[src/rtl/lsu_rmw_pkg.sv]
// Shared types for the lsu_rmw load/store initiator: access sizes and FSM states.
package lsu_rmw_pkg;

  localparam logic [1:0] SIZE_B = 2'b00;
  localparam logic [1:0] SIZE_H = 2'b01;
  localparam logic [1:0] SIZE_W = 2'b10;

  typedef enum logic [2:0] {
    IDLE,
    RD,
    CAP,
    WR,
    RSP
  } state_t;

  // Illegal size or an address not aligned to the access size.
  function automatic logic is_bad(input logic [1:0] size, input logic [1:0] lo);
    logic bad;
    case (size)
      SIZE_B:  bad = 1'b0;
      SIZE_H:  bad = lo[0];
      SIZE_W:  bad = (lo != 2'b00);
      default: bad = 1'b1;
    endcase
    return bad;
  endfunction

endpackage

[src/rtl/lsu_lane.sv]
// Little-endian lane steering: extended load value and merged store word from one memory word.
module lsu_lane
  import lsu_rmw_pkg::*;
#(
  parameter int unsigned WIDTH = 32
) (
  input  logic [WIDTH-1:0] word,
  input  logic [1:0]       addr,
  input  logic [1:0]       size,
  input  logic             uns,
  input  logic [WIDTH-1:0] wdata,
  output logic [WIDTH-1:0] ldata,
  output logic [WIDTH-1:0] mdata
);

  logic [7:0]  bsel;
  logic [15:0] hsel;

  always_comb begin
    bsel  = word[{addr, 3'b000} +: 8];
    hsel  = word[{addr[1], 4'b0000} +: 16];
    ldata = word;
    mdata = wdata;
    case (size)
      SIZE_B: begin
        ldata = {{(WIDTH-8){bsel[7] & ~uns}}, bsel};
        mdata = word;
        mdata[{addr, 3'b000} +: 8] = wdata[7:0];
      end
      SIZE_H: begin
        ldata = {{(WIDTH-16){hsel[15] & ~uns}}, hsel};
        mdata = word;
        mdata[{addr[1], 4'b0000} +: 16] = wdata[15:0];
      end
      default: begin
        ldata = word;
        mdata = wdata;
      end
    endcase
  end

endmodule

[src/rtl/lsu_rmw.sv]
// Load/store initiator: byte/half/word accesses on a word-only memory, with
// read-modify-write for sub-word stores. All outputs come straight from flops.
module lsu_rmw
  import lsu_rmw_pkg::*;
#(
  parameter int unsigned WIDTH = 32
) (
  input  logic             clk,
  input  logic             rst,
  input  logic             req_valid,
  output logic             req_ready,
  input  logic             req_we,
  input  logic [1:0]       req_size,
  input  logic             req_unsigned,
  input  logic [WIDTH-1:0] req_addr,
  input  logic [WIDTH-1:0] req_wdata,
  output logic             rsp_valid,
  input  logic             rsp_ready,
  output logic [WIDTH-1:0] rsp_rdata,
  output logic             rsp_err,
  output logic             mem_ren,
  output logic [WIDTH-1:0] mem_raddr,
  input  logic [WIDTH-1:0] mem_rdata,
  output logic             mem_wen,
  output logic [WIDTH-1:0] mem_waddr,
  output logic [WIDTH-1:0] mem_wdata
);

  state_t           state, state_nxt;
  logic             accept, bad;
  logic [1:0]       a_lo, a_size;
  logic             a_we, a_uns;
  logic [WIDTH-1:0] a_wdata;
  logic [WIDTH-1:0] lane_ldata, lane_mdata;
  logic             ren_d, wen_d, valid_d, ready_d;

  assign accept = req_valid && req_ready;
  assign bad    = is_bad(req_size, req_addr[1:0]);

  lsu_lane #(.WIDTH(WIDTH)) u_lane (
    .word  (mem_rdata),
    .addr  (a_lo),
    .size  (a_size),
    .uns   (a_uns),
    .wdata (a_wdata),
    .ldata (lane_ldata),
    .mdata (lane_mdata)
  );

  always_ff @(posedge clk or posedge rst) begin
    if (rst) state <= IDLE;
    else     state <= state_nxt;
  end

  always_comb begin
    state_nxt = state;
    case (state)
      IDLE: begin
        if (accept) begin
          if (bad)                             state_nxt = RSP;
          else if (req_we && req_size == SIZE_W) state_nxt = WR;
          else                                 state_nxt = RD;
        end
      end
      RD:      state_nxt = CAP;
      CAP:     state_nxt = a_we ? WR : RSP;
      WR:      state_nxt = RSP;
      RSP:     state_nxt = rsp_ready ? IDLE : RSP;
      default: state_nxt = IDLE;
    endcase
  end

  // Control outputs are registered from the next state so each strobe lines up with its state.
  always_comb begin
    ren_d   = (state_nxt == RD);
    wen_d   = (state_nxt == WR);
    valid_d = (state_nxt == RSP);
    ready_d = (state_nxt == IDLE);
  end

  always_ff @(posedge clk or posedge rst) begin
    if (rst) begin
      req_ready <= 1'b1;
      rsp_valid <= 1'b0;
      rsp_err   <= 1'b0;
      rsp_rdata <= '0;
      mem_ren   <= 1'b0;
      mem_wen   <= 1'b0;
      mem_raddr <= '0;
      mem_waddr <= '0;
      mem_wdata <= '0;
      a_lo      <= '0;
      a_size    <= '0;
      a_we      <= 1'b0;
      a_uns     <= 1'b0;
      a_wdata   <= '0;
    end else begin
      req_ready <= ready_d;
      rsp_valid <= valid_d;
      mem_ren   <= ren_d;
      mem_wen   <= wen_d;
      if (accept) begin
        a_lo      <= req_addr[1:0];
        a_size    <= req_size;
        a_we      <= req_we;
        a_uns     <= req_unsigned;
        a_wdata   <= req_wdata;
        mem_raddr <= {req_addr[WIDTH-1:2], 2'b00};
        mem_waddr <= {req_addr[WIDTH-1:2], 2'b00};
        mem_wdata <= req_wdata;
        rsp_rdata <= '0;
        rsp_err   <= bad;
      end
      if (state == CAP) begin
        if (a_we) mem_wdata <= lane_mdata;
        else      rsp_rdata <= lane_ldata;
      end
    end
  end

endmodule

[config.mk]
export PLATFORM = sky130hd
export DESIGN_NAME = lsu_rmw
export DESIGN_NICKNAME = d
export VERILOG_FILES = /design/src/rtl/lsu_rmw_pkg.sv /design/src/rtl/lsu_lane.sv /design/src/rtl/lsu_rmw.sv
export SDC_FILE = /design/constraint.sdc
export NUM_CORES = 1
export LEC_CHECK = 0
export ABC_AREA = 1
export CAP_MARGIN = 20
export CORE_MARGIN = 5
export CORE_UTILIZATION = 52
export CTS_CLUSTER_SIZE = 14
export DETAILED_ROUTE_END_ITERATION = 7
export PLACE_DENSITY_LB_ADDON = 0.1
export SLEW_MARGIN = 20
export SYNTH_ARGS = -nofsm -noshare
export SYNTH_HDL_FRONTEND = slang
export SYNTH_SLANG_ARGS = --single-unit
[constraint.sdc]
create_clock -name clk -period 12.9 [get_ports clk]
set_input_delay 1.935 -clock clk [delete_from_list [all_inputs] [get_ports clk]]
set_output_delay 1.935 -clock clk [all_outputs]
set_load 0.005 [all_outputs]
* Word-level counts from Yosys, hierarchy flattened
Cells that the tools add are included. W data, S select, Z words.
Word-level totals: register bits 140, input port bits 104, output and inout bits 133
Operators by class: bitwise gates (word level) 3, muxes and demuxes 17, $add $sub $neg 2, shift-type cells 6, eq/ne operators 10, reductions and logical operators 7
Operator list (count):
- $mux W32 | 6
- $pmux W32 S2 | 2
- $bwmux W32 | 2
- $shift A16 B7 Y32 const A | 1
- $shift A8 B7 Y32 const A | 1
- $shiftx A16 B7 Y32 | 1
- $shiftx A32 B6 Y16 | 1
- $shiftx A32 B6 Y8 | 1
- $shiftx A8 B7 Y32 | 1
- $pmux W3 S5 | 1
- $neg A5 Y7 | 2
- $mux W3 | 4
- $eq A3 B2 Y1 const B | 3
- $eq A3 B1 Y1 const B | 2
- $eq A3 B3 Y1 const B | 2
- $logic_not A3 Y1 | 2
- $eq A2 B1 Y1 const B | 2
- $logic_not A2 Y1 | 2
- $pmux W1 S3 | 1
- $and A1 B1 Y1 | 2
- $eq A2 B2 Y1 const B | 1
- $logic_and A1 B1 Y1 | 2
- $mux W2 | 1
- $reduce_bool A2 Y1 | 1
- $not A1 Y1 | 1

* Logic depth before layout (Yosys ltp)
Gate-level depths: netlist (run 1).
depth in word-level cells 7, depth in mapped cells 11, depth with buffers taken out 9

* Hierarchy
Synthesis (run 1) repeated with hierarchy kept, for this count alone.
Unflattened totals: cells, all modules 1104, area total of the unflattened synthesis 8027.7 sq um
By module, submodules not included:
- lsu_rmw | instances 1, area each 5954.5 sq um, cells each 683, sequential area each 3504.6 sq um
- lsu_lane | instances 1, area each 2073.2 sq um, cells each 421, sequential area each 0.0 sq um

* Worst setup path before layout (run 1)
OpenSTA, ideal clock, no wires.
kind input to register, start input req_valid, end register rsp_rdata[10], setup time 66 ps, data arrival time 2708 ps, slack 10125 ps, stages 5, required time 12834 ps, path buffers 2, cell sequence nand2_1 buf_2 clkbuf_1 nand3_1 nand2_1
Between the ends: word-level cells in the longest chain between the ends 4
RTL lines:
- from (decl) | line lsu_rmw.sv:10 | input logic req_valid,
- $logic_and A1 B1 Y1 (*) | line lsu_rmw.sv:37 | assign accept = req_valid && req_ready;
- $mux W32 (*) | line lsu_rmw.sv:102 | if (accept) begin
- $mux W32 | line lsu_rmw.sv:115 | if (a_we) mem_wdata <= lane_mdata;
- $mux W32 (*) | line lsu_rmw.sv:114 | if (state == CAP) begin
- to (signal assigned) | line lsu_rmw.sv:116 | else rsp_rdata <= lane_ldata;
- to (decl) | line lsu_rmw.sv:19 | output logic [WIDTH-1:0] rsp_rdata,
Every way passes the cells marked *; elsewhere a longest branch is shown, timed or not. A chain may end at the register's enable or synchronous reset.

* Worst setup path after layout (run 1)
start input req_valid, end register mem_wdata[18]
Between the ends: word-level cells in the longest chain between the ends 4
RTL lines:
- $logic_and A1 B1 Y1 (*) | line lsu_rmw.sv:37
- $mux W32 (*) | line lsu_rmw.sv:102
- $mux W32 | line lsu_rmw.sv:115
- $mux W32 (*) | line lsu_rmw.sv:114
- to (signal assigned) | line lsu_rmw.sv:110 | mem_wdata <= req_wdata;
- to (signal assigned) | line lsu_rmw.sv:115
- to (decl) | line lsu_rmw.sv:26 | output logic [WIDTH-1:0] mem_wdata
Marks and branches as above.

==> impl_metrics.tcl, run 1 <==
set metrics [dict create \
    die_h_um 133 \
    drtAntennaViolNets 0 \
    post-dp-hpwl_um 17800 \
    grt_start_max_net_pins 87 \
    drc 0 \
    worst_pin_slew_ns 0.962 \
    synth_area_leaders "dfrtp_1, nand2_1, o21ai_0" \
    postCtsResizedCells 0 \
    synthArstFlopShare_pct 100 \
    hp-class "flip-flop to flip-flop" \
    p_clk_share_pct 17.8 \
    layout_commonest_cell "nand2_1" \
    place.gp.congestion 0.919 \
    setup_ws_ns 8.84 \
    arrival_ns 4.41 \
    power_leakage_nw 5.11 \
    viasPerCell 5.41 \
    cts_tree "yes" \
    power_frac_seq_pct 32.0 \
    ys.flop_type "dfrtp_1" \
    clockRootBuffer "clkbuf_16" \
    layout-drive-gt1-share_pct 4.51 \
    area_growth_pct 32.8 \
    p_per_area_nw_per_um2 245 \
    status "finished, final reports clean" \
    final.setup_skew_ns 0.0121 \
    synthCells 1107 \
    multi_input_area_sq_um 3500 \
    synthesis.area_sq_um 7880 \
    ir_drop_mv 0.114 \
    grt-ovfl-total 0 \
    fin_nets 1382 \
    clkSinkCount 140 \
    stdcell_count 1474 \
    hold_buffers 0 \
    setup_viol 0 \
    syn_avg_cell_area_sq_um 7.12 \
    place_inst 1441 \
    post_cts_buffers 0 \
    htreeDepth 4 \
    wire_per_inst_um 17.3 \
    initial_core_util_pct 52.4 \
    grt_pass1_vias 7416 \
    pre_cts_ws_ns 8.45 \
    synth.top_cell.area_share_pct 44.1 \
    nFillCells 1342 \
    comb_power_share_pct 50.2 \
    grt_setup_unrepaired "false" \
    clock_path_buffers 2 \
    yosys.area.top_type "dfrtp_1" \
    place.port_buffers 232 \
    startpoint_type "primary input" \
    slew_viol_final 0 \
    maxCapViolCount 0 \
    first_iter_violations 911 \
    worstPathRequired_ns 13.25 \
    fin_crit_sh_pct 31.5 \
    die-area_sq_um 17700 \
    final_hold_viol_count 0 \
    maxSlewHeadroom_pct 35.9 \
    layout.area.seq_sq_um 3500 \
    numCtsBuffers 17 \
    fin_crit_ns 4.06 \
    yosys_register_bits 140 \
    final_cell_mix "nand2_1, clkdlybuf4s50_1, dfrtp_1" \
    clk_latency_ns 0.43 \
    p_int_mw 1.53 \
    fmax_mhz 246 \
    track_usage_pct 28.1 \
    seq_area_frac_synth_pct 44.5 \
    critPathKind "primary input to flip-flop" \
    diodes 0 \
    synth.distinct_cells 31 \
    setup_tns_ns 0 \
    antenna_found_initial 0 \
    clkTransAtPathRegs_ns 0.06 \
    die_x_um 133 \
    switching_share_pct 40.4 \
    cp-end-kind "flip-flop" \
    synth_edf_count 0 \
    crit_fanout 86 \
    routed_wl_um 25500 \
    num_rows 45 \
    ys_warn_count 0 \
    ios 237 \
    fp.coreArea_sq_um 15000 \
    drt_pass1_iterations 6 \
    grt_pass1_wl_um 39400 \
    vias 7970 \
    p_switching_mw 1.04 \
]
synthesized netlist by cell type, types with 3 or more instances:
cell	number
nand3_1	63
ha_1	5
o21ai_1	16
nand2_1	443
a21oi_1	59
dfrtp_1	139
buf_6	5
buf_1	3
buf_2	25
nand2_4	3
nor2_4	3
clkbuf_1	19
o211ai_1	9
buf_4	42
o22ai_1	16
inv_2	8
o21a_1	7
o21ai_0	87
nor2_1	76
inv_1	68
power by group through the flow:
stage | clock network [mW] | logic [mW] | registers [mW]
2_1_floorplan | 0 | 0.763 | 0.788
3_3_place_gp | 0 | 1.25 | 0.816
6_report | 0.457 | 1.29 | 0.820
5_1_grt | 0.477 | 1.43 | 0.848
4_1_cts | 0.456 | 1.28 | 0.818
3_5_place_dp | 0 | 1.28 | 0.823
path summary, 6_finish.rpt:
kind | from | end | slack (ns) | depth (start not counted)
setup / recovery | req_valid | mem_wdata[18]$_DFF_PP0_ | 8.84 | 8
max in group asynchronous | rst | a_wdata[24]$_DFFE_PP0N_ | 9.53 | 3
hold reg to reg | mem_raddr[26]$_DFFE_PP0N_ | mem_raddr[26]$_DFFE_PP0N_ | 0.51 | 2
min in group asynchronous | rst | mem_raddr[2]$_DFFE_PP0N_ | 1.97 | 2
setup reg to reg | req_ready$_DFF_PP1_ | mem_wdata[18]$_DFF_PP0_ | 10.31 | 7
hold / removal | mem_raddr[26]$_DFFE_PP0N_ | mem_raddr[26]$_DFFE_PP0N_ | 0.51 | 2
sequential cells by signal, summed over array words and instances, names as in the netlist, 2 cells and up:
register and cells:
a_size 2, mem_wdata 32, state 3, rsp_rdata 32, a_lo 2, mem_raddr 30, a_wdata 32
critical path: stages:
cell	delay (ns)
clkdlybuf4s50_1	0.52
nand2_4	0.31
inv_2	0.34
buf_4	0.71
nand2_1	0.19
nand2_1	0.12
nor2_1	0.06
a21oi_1	0.16
logic make-up (layout without fill, tap and decap cells):
| kind of cell | after synthesis | count (layout) | share of synthesized area, % |
|---|---|---|---|
| and+or+nand+nor | 593 | 593 | 30.1 |
| AOI/OAI and AO/OA | 195 | 195 | 13.2 |
| buffers and inverters | 173 | 349 | 11.4 |
| DFF | 140 | 140 | 44.5 |
| adders and majority gates | 5 | 5 | 0.794 |
| other | 1 | 4 | 0.0476 |
cell type report:
cell class                 instances  area share [%]
clock inverter                     7           0.359
clock buffer                      25            4.83
sequential                       140            33.5
inverter                          78            2.89
tap                              188            2.25
multi-input combinational        797            33.4
timing repair buffer             239            22.8
routing by layer:
layer | wire length (um) | up-vias | GRT usage (%)
met3 | 2230 | 66 | 7.40
met1 | 10600 | 3692 | 37.7
li1 | - | 3799 | -
met5 | 0 | - | 0
met2 | 11700 | 413 | 43.6
met4 | 997 | 0 | 11.4
per-stage QoR:
| stage | area, sq um | hold slack [ns] | utilization, % | total power [mW] |
|---|---|---|---|---|
| floorplan | 7890 | 0.476 | - | 1.55 |
| global placement | 9910 | 0.484 | 65.9 | 2.07 |
| detailed placement | 9910 | 0.492 | 65.9 | 2.10 |
| CTS | 10500 | 0.506 | 69.5 | 2.56 |
| global route | 10500 | 0.526 | 69.6 | 2.75 |
| finish | 10500 | 0.505 | 69.6 | 2.57 |
(Power assumes the default switching activity.)
==> run 2: changes to the inputs <==
--- a/config.mk
+++ b/config.mk
@@ -8,7 +8,7 @@
 export ABC_AREA = 1
 export CAP_MARGIN = 20
 export CORE_MARGIN = 5
-export CORE_UTILIZATION = 52
+export CORE_UTILIZATION = 43
 export CTS_CLUSTER_SIZE = 14
 export DETAILED_ROUTE_END_ITERATION = 7
 export PLACE_DENSITY_LB_ADDON = 0.1
==> constraint.sdc (replaced) <==
create_clock -name clk -period 3.37 [get_ports clk]
set_input_delay 0.5055 -clock clk [delete_from_list [all_inputs] [get_ports clk]]
set_output_delay 0.5055 -clock clk [all_outputs]
set_load 0.005 [all_outputs]
==> impl_metrics.tcl, run 2 (synthesis results as in run 1) <==
set metrics [dict create \
    whs_path_depth 2 \
    post_cts_buffers 0 \
    drtAntennaViolNets 0 \
    die_x_um 145 \
    grt_setup_unrepaired "false" \
    worstPathRequired_ns 3.71 \
    clock_path_buffers 2 \
    largestRegisters "a_wdata x32, mem_wdata x32, rsp_rdata x32" \
    place.gp.congestion 0.903 \
    fin_nets 1388 \
    hp-class "flip-flop to flip-flop" \
    multi_input_area_sq_um 3500 \
    die-area_sq_um 21100 \
    cp-end-kind "flip-flop" \
    postCtsResizedCells 0 \
    arrival_ns 2.66 \
    slew_viol_final 0 \
    worst_r2r_path_depth 7 \
    fin_crit_ns 2.32 \
    place.port_buffers 232 \
    fp.coreArea_sq_um 18000 \
    layout_commonest_cell "nand2_1" \
    ios 237 \
    initial_core_util_pct 43.7 \
    cts_tree "yes" \
    ir_drop_mv 0.480 \
    setup_tns_ns 0 \
    maxCapViolCount 0 \
    layout-drive-gt1-share_pct 5.03 \
    drc 0 \
    area_growth_pct 35.0 \
    fin_crit_sh_pct 68.9 \
    viasPerCell 5.18 \
    setup_viol 0 \
    htreeDepth 4 \
    layout.area.seq_sq_um 3500 \
    grt_pass1_wl_um 42100 \
    fmax_mhz 431 \
    die_h_um 145 \
    final_hold_viol_count 0 \
    r2r_setup_slack_ns 1.05 \
    p_per_area_nw_per_um2 941 \
    hold_buffers 0 \
    grt_pass1_vias 7595 \
    diodes 0 \
    final.setup_skew_ns 0.00652 \
    status "finished, final reports clean" \
    num_rows 49 \
    nFillCells 1734 \
    final_cell_mix "nand2_1, clkdlybuf4s50_1, dfrtp_1" \
    antenna_found_initial 0 \
    setup_ws_ns 1.05 \
    power_leakage_nw 5.16 \
    hold-worst-slack_ns 0.501 \
    clkTransAtPathRegs_ns 0.06 \
    first_iter_violations 649 \
    numCtsBuffers 17 \
    track_usage_pct 24.6 \
    power_mw 10.0 \
    clockRootBuffer "clkbuf_16" \
    startpoint_type "flip-flop" \
    clk_latency_ns 0.42 \
    drt_pass1_iterations 6 \
    crit_fanout 16 \
    maxSlewHeadroom_pct 49.8 \
    pre_cts_ws_ns 1.03 \
    routed_wl_um 26400 \
    vias 7868 \
    clkSinkCount 140 \
    worst_pin_slew_ns 0.751 \
    grt-ovfl-total 0 \
    wire_per_inst_um 17.4 \
    post-dp-hpwl_um 19000 \
    critPathKind "flip-flop to flip-flop" \
    grt_start_max_net_pins 78 \
]
-- run 2: changes by cell type in the layout (fill, tap and decap cells not counted) --
cell	before	now
buf_12	0	3
buf_4	6	10
buf_8	1	0
bufinv_16	0	3
clkbuf_1	3	1
clkbuf_8	5	1
clkinv_2	6	5
clkinv_4	0	2
clkinvlp_4	1	3
inv_6	2	1
-- run 2: worst paths after layout --
path                                                start                   endpoint
worst max-delay path                  a_lo[0]$_DFFE_PP0N_     mem_wdata[8]$_DFF_PP0_
worst min-delay path            mem_raddr[14]$_DFFE_PP0N_  mem_raddr[14]$_DFFE_PP0N_
min in group asynchronous                             rst   mem_raddr[6]$_DFFE_PP0N_
max in group asynchronous                             rst        req_ready$_DFF_PP1_
worst min register to register  mem_raddr[14]$_DFFE_PP0N_  mem_raddr[14]$_DFFE_PP0N_
worst max register to register        a_lo[0]$_DFFE_PP0N_     mem_wdata[8]$_DFF_PP0_
-- run 2: layout make-up --
class	count	share of cell area, %
clock inverter	12	1.39
inverter	78	2.83
clock buffer	19	4.16
multi-input combinational	797	32.9
tap	229	2.69
timing repair buffer	245	23.1
sequential	140	32.9
-- run 2: power by group --
group	switching, mW	leakage, nW	total (mW)	internal [mW]
Sequential	0.593	1.76	3.09	2.50
Clock	0.738	0.288	1.91	1.17
Combinational	2.65	3.11	5.01	2.35
-- run 2: metal layers --
layer  vias to the layer above  track usage [%]  share of wire (%)
met4                         0             7.46                2.4
met2                       350             38.6                 46
li1                       3817                -                  -
met3                        46             5.33                7.4
met5                         -                0                  0
met1                      3655             34.2                 45
-- run 2: per-stage QoR --
step | cell area, sq um | util (%) | std cells
after CTS | 10600 | 59.0 | 1520
after floorplan | 7900 | - | 1110
after detailed placement | 10000 | 55.8 | 1489
final | 10600 | 59.0 | 1520
after global placement | 10000 | 55.8 | 1489
after global routing | 10600 | 59.0 | 1520
-- run 2: critical path, cell delays in order (launching register included) --
cell,delay (ns)
dfrtp_1,0.73
inv_2,0.15
ha_1,0.26
inv_1,0.38
nand3_1,0.21
o22ai_1,0.23
nand2_1,0.10
a21oi_1,0.17
